===== src/rtl/buf_rx_sink_if.sv =====
// Handshake and output-stream bundle between BUF, the receiver sink and its consumer.
// The master side is BUF plus the consumer; the slave side is the sink.
interface buf_rx_sink_if #(parameter int W = 32);
    logic         BtoR_REQ;
    logic         RtoB_ACK;
    logic [W-1:0] DO;
    logic         out_valid;
    logic         out_ready;
    logic [W-1:0] out_data;

    modport master (output BtoR_REQ, DO, out_ready, input RtoB_ACK, out_valid, out_data);
    modport slave  (input BtoR_REQ, DO, out_ready, output RtoB_ACK, out_valid, out_data);
endinterface


===== src/rtl/buf_rx_sink.sv =====
// Four-phase REQ/ACK receiver that captures DO into a first-word-fall-through FIFO.
// It also checks the stream for an incrementing sequence and flags handshake violations.
module buf_rx_sink #(
    parameter int DATA_DLY = 1,
    parameter int ACK_DLY  = 1,
    parameter int DEPTH    = 4,
    parameter int W        = 32
) (
    input  logic          clk,
    input  logic          rst,
    buf_rx_sink_if.slave  bus,
    output logic [15:0]   rx_count,
    output logic          seq_err,
    output logic          proto_err
);
    localparam int AW = $clog2(DEPTH);

    typedef enum logic [1:0] {IDLE, SETTLE, WAIT_LOW, RELEASE} state_t;

    state_t        state;
    logic [3:0]    cnt;
    logic          ack;
    logic [W-1:0]  expVal;
    logic [W-1:0]  mem [DEPTH];
    logic [AW-1:0] wrPtr, rdPtr;
    logic [AW:0]   occ;
    logic [W-1:0]  head;
    logic          push, pop, full;

    assign full = (occ == (AW+1)'(DEPTH));
    assign push = (state == SETTLE) && bus.BtoR_REQ && (cnt == 4'd0);
    assign pop  = (occ != '0) && bus.out_ready;

    assign bus.RtoB_ACK  = ack;
    assign bus.out_valid = (occ != '0);
    assign bus.out_data  = head;

    always_ff @(posedge clk) begin
        if (rst) begin
            state     <= IDLE;
            cnt       <= '0;
            ack       <= 1'b0;
            expVal    <= '0;
            rx_count  <= '0;
            seq_err   <= 1'b0;
            proto_err <= 1'b0;
        end else begin
            case (state)
                IDLE: begin
                    // Full FIFO holds off the handshake by simply never acknowledging.
                    if (bus.BtoR_REQ && !full) begin
                        state <= SETTLE;
                        cnt   <= 4'(DATA_DLY - 1);
                    end
                end
                SETTLE: begin
                    if (!bus.BtoR_REQ) begin
                        proto_err <= 1'b1;
                        state     <= IDLE;
                    end else if (cnt != 4'd0) begin
                        cnt <= cnt - 4'd1;
                    end else begin
                        ack    <= 1'b1;
                        state  <= WAIT_LOW;
                        if (bus.DO != expVal) seq_err <= 1'b1;
                        expVal <= bus.DO + W'(1);
                        if (rx_count != 16'hFFFF) rx_count <= rx_count + 16'd1;
                    end
                end
                WAIT_LOW: begin
                    if (!bus.BtoR_REQ) begin
                        state <= RELEASE;
                        cnt   <= 4'(ACK_DLY - 1);
                    end
                end
                RELEASE: begin
                    if (bus.BtoR_REQ) proto_err <= 1'b1;
                    if (cnt != 4'd0) begin
                        cnt <= cnt - 4'd1;
                    end else begin
                        ack   <= 1'b0;
                        state <= IDLE;
                    end
                end
                default: state <= IDLE;
            endcase
        end
    end

    always_ff @(posedge clk) begin
        if (push) mem[wrPtr] <= bus.DO;
    end

    // head is registered so it keeps the last word when the FIFO drains.
    always_ff @(posedge clk) begin
        if (rst) begin
            wrPtr <= '0;
            rdPtr <= '0;
            occ   <= '0;
            head  <= '0;
        end else begin
            if (push) wrPtr <= wrPtr + AW'(1);
            if (pop)  rdPtr <= rdPtr + AW'(1);
            case ({push, pop})
                2'b10:   occ <= occ + (AW+1)'(1);
                2'b01:   occ <= occ - (AW+1)'(1);
                default: ;
            endcase
            if (occ == '0) begin
                if (push) head <= bus.DO;
            end else if (pop) begin
                if (occ > (AW+1)'(1)) head <= mem[rdPtr + AW'(1)];
                else if (push)        head <= bus.DO;
            end
        end
    end
endmodule


===== src/flat_wrapper.sv =====
// flat-port wrapper written by rule: the top's interface ports become plain ports
module buf_rx_sink_flat 
#(
    parameter int DATA_DLY = 1,
    parameter int ACK_DLY  = 1,
    parameter int DEPTH    = 4,
    parameter int W        = 32
)
  (clk, rst, rx_count, seq_err, proto_err, bus_BtoR_REQ, bus_DO, bus_out_ready, bus_RtoB_ACK, bus_out_valid, bus_out_data);
  buf_rx_sink_if #(.W(W)) bus_i ();
  input  logic clk;
  input  logic rst;
  output logic [15:0] rx_count;
  output logic seq_err;
  output logic proto_err;
  input wire logic [$bits(bus_i.BtoR_REQ)-1:0] bus_BtoR_REQ;
  input wire logic [$bits(bus_i.DO)-1:0] bus_DO;
  input wire logic [$bits(bus_i.out_ready)-1:0] bus_out_ready;
  output wire logic [$bits(bus_i.RtoB_ACK)-1:0] bus_RtoB_ACK;
  output wire logic [$bits(bus_i.out_valid)-1:0] bus_out_valid;
  output wire logic [$bits(bus_i.out_data)-1:0] bus_out_data;
  assign bus_i.BtoR_REQ = bus_BtoR_REQ;
  assign bus_i.DO = bus_DO;
  assign bus_i.out_ready = bus_out_ready;
  assign bus_RtoB_ACK = bus_i.RtoB_ACK;
  assign bus_out_valid = bus_i.out_valid;
  assign bus_out_data = bus_i.out_data;
  buf_rx_sink #(.DATA_DLY(DATA_DLY), .ACK_DLY(ACK_DLY), .DEPTH(DEPTH), .W(W)) u_core (.clk(clk), .rst(rst), .bus(bus_i), .rx_count(rx_count), .seq_err(seq_err), .proto_err(proto_err));
endmodule

===== config.mk =====
export PLATFORM = sky130hd
export DESIGN_NAME = buf_rx_sink_flat
export DESIGN_NICKNAME = d
export VERILOG_FILES = /design/src/rtl/buf_rx_sink_if.sv /design/src/rtl/buf_rx_sink.sv /design/src/flat_wrapper.sv
export SDC_FILE = /design/constraint.sdc
export NUM_CORES = 1
export LEC_CHECK = 0
export CAP_MARGIN = 25
export CELL_PAD_IN_SITES_DETAIL_PLACEMENT = 0
export CELL_PAD_IN_SITES_GLOBAL_PLACEMENT = 2
export CORE_ASPECT_RATIO = 0.9
export CORE_MARGIN = 3
export CORE_UTILIZATION = 43
export DETAILED_ROUTE_END_ITERATION = 6
export PLACE_DENSITY = 0.86
export SYNTH_ARGS = -nofsm -noshare
export SYNTH_HDL_FRONTEND = slang
export SYNTH_SLANG_ARGS = --single-unit
export TNS_END_PERCENT = 10

===== constraint.sdc =====
create_clock -name clk -period 4.25 [get_ports clk]
set_input_delay 1.275 -clock clk [delete_from_list [all_inputs] [get_ports clk]]
set_output_delay 1.275 -clock clk [all_outputs]
set_load 0.03 [all_outputs]

==> reports/metrics.yaml <==
critical_path:
  criticalPathCategory: "in2reg"
  rr_worst_depth: 9
  r2r-end: "u_core.bus.out_data[5]"
  end_kind: "flop"
  crit_path_max_fanout: 9
  r2r_start: "u_core.occ[1]"
  rrSetupSlack_ns: 1.40
  cp-start-kind: "input pin"
  worst-endpoint-arrival_ns: 3.77
  critPathRequiredTime_ns: 4.67
yosys:
  netlist.area_leader.share: 0.401
  synth_compound_area_frac: 0.0923
  synth.net_count: 809
  async_reset_ff_frac: 0
  yosysSeqAreaShare: 0.601
  synthTopCellsByCount: "128 x edfxtp_1, 96 x dfxtp_1, 88 x nor2_1"
  synth_edf_count: 128
  synth_xor_area_frac: 0.0712
  synthTopCellsByArea: "edfxtp_1 40%, dfxtp_1 20%, mux4_2 7.5%, a211oi_1 4.8%, xor2_1 4.1%"
  avgSynthCellArea_um2: 12.6
  synth_area_um2: 9590
  synthAdderAreaFrac: 0.0156
  syn_inst: 761
  synth_most_common_cell: "edfxtp_1"
  synthMuxAreaShare: 0.0782
  synth-simple-area-share: 0.113
  synth_top_family_by_area: "simple AND/OR/NAND/NOR gates"
  synth_flop_cell: "edfxtp_1"
  yosysTopAreaCell: "edfxtp_1"
  synth_warnings: 0
  yosysUniqueCellTypes: 49
  synth-seq-cells: 224
sta:
  fmax_ghz: 0.298
  slew_headroom: 0.276
  rsz0062_at_grt: "no"
  setup_tns_ns: 0
  finalWorstSetupSlack_ns: 0.897
  timing_max_transition_violations_final: 0
  finalHoldViolCount: 0
  min_period_over_period: 0.789
  clock_skew_ns: 0.0116
  min_period_ns: 3.35
  setup_violations: 0
  tightestPinTransition_ns: 1.09
final_layout:
  drive_gt1_frac: 0.138
  syn_to_final_growth_pct: 21.8
  n_fill_cell: 1888
  fin_cells: 1168
  nets: 909
  design_area_um2: 11700
  antenna_cells: 0
placement:
  gp_congestion: 0.861
  dp_slack_ns: 0.424
  dp_hpwl_um: 15200
  dpl-instance-area_um2: 10900
  dp.cells: 1127
  port_buffers: 87
power:
  p_seq_frac: 0.426
  p_comb_frac: 0.254
  pwr_density_cell_nw_per_um2: 527
  p_clk_frac: 0.320
  total_power_mw: 6.16
  switching_share: 0.302
  leakage_nw: 3.80
  power.switching_mw: 1.86
  vdd_drop_max_uv: 308
  p_int_mw: 4.30
clock_network:
  cts_buffers: 23
  post_cts_buffers: 0
  holdBufCountCts: 0
  root_buffer: "clkbuf_16"
  path_clk_slew_ns: 0.06
  clock_sinks: 224
  cts_tree: "done"
  cts_max_level: 1
  clock_path_buffers: 3
  post_cts_resized: 0
  clk_latency_ns: 0.50
die:
  fp.dieH_um: 148
  ios: 88
  die_w_um: 163
  design.core.area_um2: 21800
  row_count: 51
  start_util: 0.441
  fp.dieArea_um2: 24100
detailed_routing:
  vias: 6550
  antenna_left: 0
  drc: 0
  wl_um: 22900
  first_iter_violations: 429
  routed_via_density: 5.61
  dr.pass1.iters: 5
  wl_per_cell_um: 19.6
global_route:
  grt_pass1_vias: 6719
  grt_usage: 0.192
  antenna_found_initial: 0
  gr-total-overflow: 0
  grt_pass1_wl_um: 36900
  grt_max_degree: 76
job:
  max_cap_viol_count: 0
worst_hold_path:
  hold_end: "u_core.seq_err"
  min_from: "u_core.seq_err"
  hold_path_depth: 2
  worst_hold_path_type: "reg2reg"
run_status:
  status: "completed"
## cells by family after synthesis
group           Yosys count
compound gates          129
buf+inv                  67
mux                      35
xor+xnor                 78
simple gates            216
flops                   224
fa+ha+maj                12
## registers in the layout, summed over array words and instances (netlist names), named ones only
signal               flops
u_core.proto_err         1
u_core.state             1
u_core.occ               3
u_core.cnt               4
u_core.bus.out_data     32
u_core.seq_err           1
u_core.rx_count         16
u_core.mem             128
u_core.expVal           32
u_core.rdPtr             2
u_core.bus.RtoB_ACK      1
u_core.wrPtr             2
## critical path, stage by stage
cell	delay, ns
clkdlybuf4s50_1	0.71
nand4_2	0.21
nor4_1	0.73
nand2_1	0.22
or4_1	0.44
a31oi_1	0.18
## cell usage in the layout, fill, tap and decap left out, drive strengths merged, types with 8 or more instances in the layout
cell type      synthesis  routed
o22ai                 32      32
inv                   15      16
nor3                  13      13
nor2                  88      88
nand2                 22      22
nand4                 15      15
xor2                  45      45
o21ai                  8       8
clkinv                 0       8
clkbuf                37      28
and3                  10      10
xnor2                 33      33
a211oi                61      61
dfxtp                 96      96
buf                   15      41
mux4                  32      32
nand3                 21      21
nor4                  17      17
edfxtp               128     128
ha                    12      12
a21oi                 13      13
clkdlybuf4s50          0      86
## power groups by stage
stage	clock network, mW	registers, mW	logic [mW]
floorplan	0	2.88	0.758
global placement	0	2.68	1.53
detailed placement	0	2.67	1.58
CTS	2.02	2.63	1.58
global route	2.11	2.65	1.70
finish	1.97	2.62	1.56
## metrics by stage
step	util	hold slack, ns
floorplan	-	0.448
global placement	0.502	0.463
detailed placement	0.503	0.467
CTS	0.537	0.475
global route	0.537	0.493
finish	0.537	0.471
## final cells by class
class,instances,area (µm²),area share
clock inverter,13,125,0.0107
inverter,15,56.3,0.00482
clock buffer,28,614,0.0526
sequential,224,5770,0.494
timing repair buffer,127,1180,0.101
tap,291,364,0.0312
multi-input combinational,470,3570,0.306
## how the worst max path moves through the flow
stage,end,cells past startpoint,slack (ns),from
global placement,u_core.expVal[31],6,0.58,bus_DO[7]
floorplan,u_core.expVal[30],7,1.27,bus_DO[9]
CTS,bus_out_valid,4,0.93,u_core.occ[0]
detailed placement,u_core.expVal[31],6,0.42,bus_DO[12]
finish,u_core.expVal[31],6,0.90,bus_DO[12]
global route,u_core.expVal[31],6,0.78,bus_DO[12]
## metal layers
| metal | share of wire | vias to the layer above | GRT usage |
|---|---|---|---|
| met5 | 0 | - | 0 |
| met4 | 0.013 | 0 | 0.0397 |
| met3 | 0.045 | 23 | 0.0289 |
| met2 | 0.49 | 171 | 0.323 |
| met1 | 0.45 | 3279 | 0.267 |
| li1 | - | 3077 | - |
No activity file was read; power rests on OpenSTA's default activity.
